$ cat src/rtl/zeroheti_apb_pkg.sv
// ----------------------------------------------------------------------------
// zeroheti_apb_pkg
// Shared types and constants for the OBI-to-APB4 bridge.
//   bridge_state_e : bridge FSM states (IDLE -> SETUP -> ACCESS -> RESP)
//   PPROT_DEFAULT  : protection attribute driven on every APB transfer
//   BusDataWidth   : the only supported data width
//   StrbWidth      : byte-enable / strobe width derived from BusDataWidth
// ----------------------------------------------------------------------------
package zeroheti_apb_pkg;

    typedef enum logic [1:0] {
        IDLE   = 2'd0,
        SETUP  = 2'd1,
        ACCESS = 2'd2,
        RESP   = 2'd3
    } bridge_state_e;

    // Normal, secure, data access.
    localparam logic [2:0] PPROT_DEFAULT = 3'b000;

    localparam int BusDataWidth = 32;
    localparam int StrbWidth    = BusDataWidth / 8;

endpackage

$ cat src/rtl/zeroheti_timeout_cnt.sv
// ----------------------------------------------------------------------------
// zeroheti_timeout_cnt
// Saturating cycle counter used to bound the wait on PREADY.
//   clk_i     : clock
//   rst_i     : synchronous reset, active-high
//   clear_i   : synchronous clear back to zero
//   en_i      : count one cycle
//   expired_o : count has reached Limit-1 (never asserted when Limit == 0)
// ----------------------------------------------------------------------------
module zeroheti_timeout_cnt #(
    parameter int Limit = 255
) (
    input  logic clk_i,
    input  logic rst_i,
    input  logic clear_i,
    input  logic en_i,
    output logic expired_o
);

    localparam int CntWidth = (Limit == 0) ? 1 : $clog2(Limit + 1);

    logic [CntWidth-1:0] count_q;

    // Counter holds at its all-ones value instead of wrapping, so a long
    // stall can never look like a fresh transfer.
    always_ff @(posedge clk_i) begin
        if (rst_i || clear_i) begin
            count_q <= '0;
        end else if (en_i && (count_q != {CntWidth{1'b1}})) begin
            count_q <= count_q + 1'b1;
        end
    end

    // A zero limit disables the timeout entirely.
    generate
        if (Limit == 0) begin : g_disabled
            assign expired_o = 1'b0;
        end else begin : g_enabled
            assign expired_o = (count_q == CntWidth'(Limit - 1));
        end
    endgenerate

endmodule

$ cat src/rtl/zeroheti_obi_apb_bridge.sv
// ----------------------------------------------------------------------------
// zeroheti_obi_apb_bridge
// OBI subordinate to APB4 manager bridge; one transaction in flight at a time.
//   clk_i, rst_i            : clock, synchronous active-high reset
//   obi_req_i / obi_gnt_o   : OBI address phase handshake (grant only in IDLE)
//   obi_addr_i, obi_we_i, obi_be_i, obi_wdata_i, obi_aid_i : request fields
//   obi_rvalid_o / obi_rready_i : OBI response handshake
//   obi_rdata_o, obi_err_o, obi_rid_o : response fields, stable while rvalid
//   paddr_o, psel_o, penable_o, pwrite_o, pwdata_o, pstrb_o, pprot_o : APB out
//   pready_i, prdata_i, pslverr_i : APB completer response
// ----------------------------------------------------------------------------
module zeroheti_obi_apb_bridge
    import zeroheti_apb_pkg::*;
#(
    parameter int AddrWidth     = 32,
    parameter int DataWidth     = 32,
    parameter int IdWidth       = 1,
    parameter int TimeoutCycles = 255
) (
    input  logic                 clk_i,
    input  logic                 rst_i,
    input  logic                 obi_req_i,
    output logic                 obi_gnt_o,
    input  logic [AddrWidth-1:0] obi_addr_i,
    input  logic                 obi_we_i,
    input  logic [StrbWidth-1:0] obi_be_i,
    input  logic [DataWidth-1:0] obi_wdata_i,
    input  logic [IdWidth-1:0]   obi_aid_i,
    output logic                 obi_rvalid_o,
    input  logic                 obi_rready_i,
    output logic [DataWidth-1:0] obi_rdata_o,
    output logic                 obi_err_o,
    output logic [IdWidth-1:0]   obi_rid_o,
    output logic [AddrWidth-1:0] paddr_o,
    output logic                 psel_o,
    output logic                 penable_o,
    output logic                 pwrite_o,
    output logic [DataWidth-1:0] pwdata_o,
    output logic [StrbWidth-1:0] pstrb_o,
    output logic [2:0]           pprot_o,
    input  logic                 pready_i,
    input  logic [DataWidth-1:0] prdata_i,
    input  logic                 pslverr_i
);

    bridge_state_e state_q;
    logic          timeout_hit;

    assign obi_gnt_o = obi_req_i && (state_q == IDLE);
    assign pprot_o   = PPROT_DEFAULT;

    // Counts only stalled ACCESS cycles; held at zero in every other state,
    // which also covers clearing it on the RESP -> IDLE hand-off.
    zeroheti_timeout_cnt #(
        .Limit (TimeoutCycles)
    ) u_timeout_cnt (
        .clk_i     (clk_i),
        .rst_i     (rst_i),
        .clear_i   (state_q != ACCESS),
        .en_i      ((state_q == ACCESS) && !pready_i),
        .expired_o (timeout_hit)
    );

    // Bridge FSM. All APB and OBI response outputs are registered here, so
    // the APB address/control captured at grant stay untouched until the
    // next grant. PREADY is tested before the timeout so it wins a tie.
    always_ff @(posedge clk_i) begin
        if (rst_i) begin
            state_q      <= IDLE;
            psel_o       <= 1'b0;
            penable_o    <= 1'b0;
            obi_rvalid_o <= 1'b0;
            obi_err_o    <= 1'b0;
            obi_rdata_o  <= '0;
            obi_rid_o    <= '0;
            paddr_o      <= '0;
            pwrite_o     <= 1'b0;
            pwdata_o     <= '0;
            pstrb_o      <= '0;
        end else begin
            case (state_q)
                IDLE: begin
                    if (obi_gnt_o) begin
                        paddr_o   <= obi_addr_i;
                        pwrite_o  <= obi_we_i;
                        pwdata_o  <= obi_wdata_i;
                        pstrb_o   <= obi_we_i ? obi_be_i : '0;
                        obi_rid_o <= obi_aid_i;
                        psel_o    <= 1'b1;
                        state_q   <= SETUP;
                    end
                end
                SETUP: begin
                    penable_o <= 1'b1;
                    state_q   <= ACCESS;
                end
                ACCESS: begin
                    if (pready_i) begin
                        obi_rdata_o  <= pwrite_o ? '0 : prdata_i;
                        obi_err_o    <= pslverr_i;
                        psel_o       <= 1'b0;
                        penable_o    <= 1'b0;
                        obi_rvalid_o <= 1'b1;
                        state_q      <= RESP;
                    end else if (timeout_hit) begin
                        obi_rdata_o  <= '0;
                        obi_err_o    <= 1'b1;
                        psel_o       <= 1'b0;
                        penable_o    <= 1'b0;
                        obi_rvalid_o <= 1'b1;
                        state_q      <= RESP;
                    end
                end
                RESP: begin
                    if (obi_rready_i) begin
                        obi_rvalid_o <= 1'b0;
                        obi_err_o    <= 1'b0;
                        state_q      <= IDLE;
                    end
                end
                default: begin
                    state_q <= IDLE;
                end
            endcase
        end
    end

endmodule

$ cat config.mk
export PLATFORM = sky130hd
export DESIGN_NAME = zeroheti_obi_apb_bridge
export DESIGN_NICKNAME = d
export VERILOG_FILES = /design/src/rtl/zeroheti_apb_pkg.sv /design/src/rtl/zeroheti_timeout_cnt.sv /design/src/rtl/zeroheti_obi_apb_bridge.sv
export SDC_FILE = /design/constraint.sdc
export NUM_CORES = 1
export LEC_CHECK = 0
export CORE_MARGIN = 2
export CORE_UTILIZATION = 45
export DETAILED_ROUTE_END_ITERATION = 10
export DONT_BUFFER_PORTS = 1
export GPL_ROUTABILITY_DRIVEN = 0
export PLACE_DENSITY = 0.71
export SYNTH_ARGS = -nofsm -noshare
export SYNTH_HDL_FRONTEND = slang
export SYNTH_SLANG_ARGS = --single-unit
$ cat constraint.sdc
create_clock -name clk_i -period 1.45 [get_ports clk_i]
set_input_delay 0.2175 -clock clk_i [delete_from_list [all_inputs] [get_ports clk_i]]
set_output_delay 0.2175 -clock clk_i [all_outputs]
set_load 0.005 [all_outputs]
### Word level (Yosys, flattened, before mapping)

Index checks and enable logic that the tools add are counted.
W data, S select, Z words.

* register bits: 116
* output and inout port bits: 110
* word-level logic and storage cells: 58

* add/subtract/negate cells: 1
* equality and inequality tests: 9
* muxes and demuxes: 20
* reduce and logical (&&, ||, !) cells: 16

Operators by type and width (count)
* $mux W32: 3
* $reduce_and A3 Y1: 3
* $add A8 B1 Y8 const B: 1
* $eq A8 B8 Y1 const B: 1
* $mux W2: 4
* $ne A8 B8 Y1 const B: 1
* $pmux W1 S2: 4
* $pmux W2 S4: 1
* $reduce_bool A2 Y1: 4
* $mux W1: 7
* $ne A2 B2 Y1 const B: 3
* $reduce_and A2 Y1: 3
* $eq A2 B2 Y1 const B: 2
* $mux W4: 1
* $logic_and A1 B1 Y1: 3
* $ne A3 B3 Y1 const B: 1
* $eq A2 B1 Y1 const B: 1
* $logic_not A2 Y1: 1
* $logic_not A1 Y1: 1
* $logic_or A1 B1 Y1: 1

### Logic depth before layout (Yosys ltp)

* depth after elaboration: 4
* depth in mapped cells: 7
* gate-level depth less buffers: 6

### Cells and area by module

A second synthesis with hierarchy kept.

* cells, all modules: 469
* area total of the unflattened synthesis: 4207.8 µm²

Modules (own cells, without submodules)
* zeroheti_obi_apb_bridge: cells each 419, times used 1, sequential area each 2162.1 µm², area each 3758.6 µm²
* zeroheti_timeout_cnt: cells each 50, times used 1, sequential area each 160.2 µm², area each 449.2 µm²

### Worst setup path before layout

Ideal clock, no wire load.

* kind: flip-flop to flip-flop
* start: reg u_timeout_cnt.count_q[0]
* end: reg state_q[1]
* setup time: 0.066 ns
* buffers on the path: 0
* arrival: 1.427 ns
* slack: -0.043 ns
* clock period less this slack: 1.493 ns
* cell stages (with the launch flop): 7
* cells stage by stage: dfxtp_1 inv_1 ha_1 and4_4 a211o_4 a21o_1 a21oi_2

* cells in the longest elaborated chain, start to end: 3

Ends and longest elaborated chain
* start: declaration: RTL line zeroheti_timeout_cnt.sv:22 `logic [CntWidth-1:0] count_q;`
* start signal: assignment: RTL line zeroheti_timeout_cnt.sv:30 `count_q <= count_q + 1'b1;`
* $eq A8 B8 Y1: RTL line zeroheti_timeout_cnt.sv:39 `assign expired_o = (count_q == CntWidth'(Limit - 1));`
* $ne A3 B3 Y1 (no source line)
* $reduce_and A3 Y1 (no source line)
* end signal: assignment: RTL line zeroheti_obi_apb_bridge.sv:69 `state_q <= IDLE;`
* end signal: assignment: RTL line zeroheti_obi_apb_bridge.sv:90 `state_q <= SETUP;`
* end signal: assignment: RTL line zeroheti_obi_apb_bridge.sv:95 `state_q <= ACCESS;`
* end: declaration: RTL line zeroheti_obi_apb_bridge.sv:46 `bridge_state_e state_q;`

No other way between the ends.
A chain may end at the register's enable or synchronous reset.

### Worst setup path in the final report

* start: reg u_timeout_cnt.count_q[0]
* end: reg obi_rdata_o[5]

* cells in the longest elaborated chain, start to end: 3

Ends and longest elaborated chain
* $eq A8 B8 Y1: RTL line zeroheti_timeout_cnt.sv:39
* $reduce_bool A2 Y1 (no source line)
* $reduce_and A2 Y1 (no source line)
* end signal: assignment: RTL line zeroheti_obi_apb_bridge.sv:99 `obi_rdata_o <= pwrite_o ? '0 : prdata_i;`
* end: declaration: RTL line zeroheti_obi_apb_bridge.sv:31 `output logic [DataWidth-1:0] obi_rdata_o,`

No other way between the ends.

==> out/metrics.csv <==
stage,metric,value,unit
synth,synth-seq-cells,116,
synth,ys_seq_area_frac,0.5057,
clock_network,clk_pin_slew,0.06,ns
global_route,antenna_found_initial,0,
route,drtPass1Iterations,5,
placement,post-place-cells,657,
power_and_ir_drop,seq_power_share,0.365,
critical_path,reg2reg_slack,-0.13,ns
synth,yosysWarningCount,0,
synth,async_flop_share,0,
floorplan,die-area,11030,um^2
clock_network,cts.sinks,116,
route,vias,4021,
critical_path,start_kind,flip-flop,
sta,setup_tns,-1.867,ns
critical_path,required,1.87,ns
clock_network,cts_root_buf,clkbuf_8,
synth,synth_top_area_cell,dfxtp_1,
sta,hold_viol,76,
critical_path,critPathBufInv,2,
critical_path,slowest_delay,0.36,ns
route,avgRoutedWirePerCell,17.77,um
synth,yosys.area_share.adder,0.01635,
sta,fin_crit,1.580,ns
clock_network,cts_tree,built,
global_route,overflow,0,
sta,clock_skew,0.009341,ns
synth,synth_common_cells,"nand2_1 (178), dfxtp_1 (116), a21oi_1 (78)",
placement,port_buffers,0,
synth,synth.top_cell.area_share,0.5057,
sta,slew_viol_final,0,
synth,synthSimpleGateAreaFrac,0.2207,
clock_network,worstSkewPairLatency,0.50,ns
job,cap_violations,0,
global_route,grt_pass1_vias,4075,
synth,yosysMostFrequentCell,nand2_1,
finish,fin_cells,759,
floorplan,chipWidth,105.0,um
synth,syn_area,4592,um^2
global_route,grt_use_total,0.2327,
critical_path,worstSetupPathType,reg2reg,
finish,diodes,0,
finish,nets,729,
route,ant_nets,0,
sta,setup_viol,40,
synth,synth_compound_area_frac,0.1163,
critical_path,cp_max_fo,10,
floorplan,coreArea,9819,um^2
clock_network,h-tree-depth,4,
synth,netlist_instances,533,
synth,synth_top_family_by_area,simple AND/OR/NAND/NOR gates,
power_and_ir_drop,clkPwrFrac,0.390,
power_and_ir_drop,p_leak,2.520,nW
route,initialDrtViolationCount,212,
clock_network,clockBufferDepth,2,
power_and_ir_drop,totalPowerFinal,11.28,mW
outcome,violations,"negative hold slack, negative setup slack",
finish,drive_gt1_frac,0.1645,
route,vias_per_cell,5.298,
power_and_ir_drop,max-vdd-ir-drop,0.8606,mV
synth,yosysUniqueCellTypes,40,
route,drc,0,
route,postRouteWirelength,13.49,mm
finish,fin_util,0.6388,
synth,synthMuxAreaShare,0.07411,
critical_path,critPathArrivalTime,2.00,ns
critical_path,cp_top_family,flip-flops,
floorplan,die_h,105.0,um
power_and_ir_drop,p_comb_frac,0.245,
sta,rsz0062_at_grt,yes,
synth,avgSynthCellArea,8.615,um^2
power_and_ir_drop,power.switching,3.334,mW
power_and_ir_drop,p_per_area,1798,nW/um^2
sta,timing.final.crit_share,1.090,
synth,synth_xor_area_frac,0.009537,
floorplan,initial_core_util,0.4676,
sta,whs,-0.2145,ns
sta,fin_ws,-0.1305,ns
critical_path,slowest_stage,dfxtp_4,
min_path,holdCritPathClass,in2reg,
floorplan,row_count,36,
sta,fmax,632.7,MHz
synth,synth-main-ff-cell,dfxtp_1,
outcome,status,"complete, but fails checks",
placement,dp_hpwl,7.918,mm
power_and_ir_drop,switching_share,0.2956,
synth,yosys-top-cells-area,"dfxtp_1 (51%), nand2_1 (15%), a21oi_1 (8.5%), mux2i_1 (7.4%), nand2b_1 (3.0%)",
placement,dp_slack,-0.1003,ns
clock_network,numCtsBuffers,17,
power_and_ir_drop,power.internal,7.944,mW
finish,synthToLayoutAreaGrowth,36.59,%
global_route,grt_start_max_net_pins,101,
critical_path,path_cells,inv_2 > ha_2 > and4_4 > a21o_4 > nand2_8 > buf_12 > mux2i_1,
critical_path,cp-end-kind,flip-flop,
synth,synth_edf_count,0,
clock_network,postCtsHoldBufs,54,
global_route,grt_pass1_wl,20.34,mm
floorplan,ios,218,
==> power groups by stage <==
| stage | combinational [mW] | sequential [mW] | clock [mW] |
|---|---|---|---|
| 3_3_place_gp | 1.98 | 4.15 | 0 |
| 2_1_floorplan | 1.62 | 4.03 | 0 |
| 4_1_cts | 2.53 | 4.12 | 4.46 |
| 5_1_grt | 3.03 | 4.17 | 4.61 |
| 3_5_place_dp | 2.09 | 4.17 | 0 |
| 6_report | 2.76 | 4.12 | 4.39 |
==> registers in the layout (all words and copies together) (netlist names), 2 cells and up <==
register / count
obi_rdata_o: 32
paddr_o: 32
pstrb_o: 4
pwdata_o: 32
state_q: 2
u_timeout_cnt.count_q: 8
==> area by class of cell <==
cell class | count | area [um^2]
flip-flops and latches | 116 | 2330
clock inverters | 9 | 151.4
clock buffers | 21 | 469.2
fillers | 792 | 3547
well taps | 133 | 166.4
repair buffers | 97 | 1017
multi-input cells | 374 | 2100
inverters | 9 | 38.79
==> kinds of logic (layout without fill, tap and decap cells) <==
kind of cell / Yosys count / count (layout)
compound gates: 94 / 94
xor+xnor: 5 / 5
fa+ha+maj: 6 / 6
buf+inv: 45 / 136
flops: 116 / 116
mux: 34 / 34
other cells: 1 / 3
simple gates: 232 / 232
==> timing repair <==
item,CTS,global route
setup endpoints to repair,38,64
resized for setup,17,17
pin swaps,7,11
cloned,3,2
hold endpoints to repair,108,76
buffers inserted,9,6
==> per-layer routing <==
metal	share of wire	GRT usage
met1	0.38	0.2522
met2	0.51	0.3919
met3	0.075	0.08546
met4	0.031	0.1295
met5	0	0
==> placed cells by master (no fill, tap or decap), types with 2 or more instances in the layout <==
cell type,synthesis,layout
nand2_1,178,177
a21oi_1,78,74
o21ai_0,2,2
dfxtp_2,0,3
nand3_1,10,9
o211ai_1,2,2
dfxtp_1,116,112
clkbuf_8,0,5
dlygate4sd3_1,0,54
nand4_1,2,2
buf_12,4,5
inv_4,0,2
buf_4,3,28
buf_6,0,5
nand2b_1,22,22
conb_1,1,3
a21oi_2,1,5
clkbuf_16,0,18
xnor2_1,2,2
mux2i_1,34,33
a311oi_2,0,2
ha_1,6,2
inv_1,8,5
ha_2,0,2
buf_16,0,2
nor2_1,9,9
bufinv_16,0,4
clkinv_2,0,3
ha_4,0,2
inv_2,1,2
a211oi_1,2,2
xor2_1,3,3
nor2b_1,2,2
==> worst paths after layout <==
path,end,start,cells past startpoint
max,obi_rdata_o[5]$_SDFFE_PP0P_,u_timeout_cnt.count_q[0]$_SDFFE_PP0P_,7
max reg2reg,obi_rdata_o[5]$_SDFFE_PP0P_,u_timeout_cnt.count_q[0]$_SDFFE_PP0P_,7
min,state_q[1]$_SDFFE_PP0P_,rst_i,1
min reg2reg,paddr_o[10]$_SDFFE_PP0P_,paddr_o[10]$_SDFFE_PP0P_,2
==> through the flow <==
step	instance area, um^2	hold WS, ns
floorplan	4601	0.3336
global placement	4813	0.2976
detailed placement	4813	0.2993
CTS	6166	-0.2427
global route	6272	-0.2461
finish	6272	-0.2145
(Power assumes the default switching activity.)
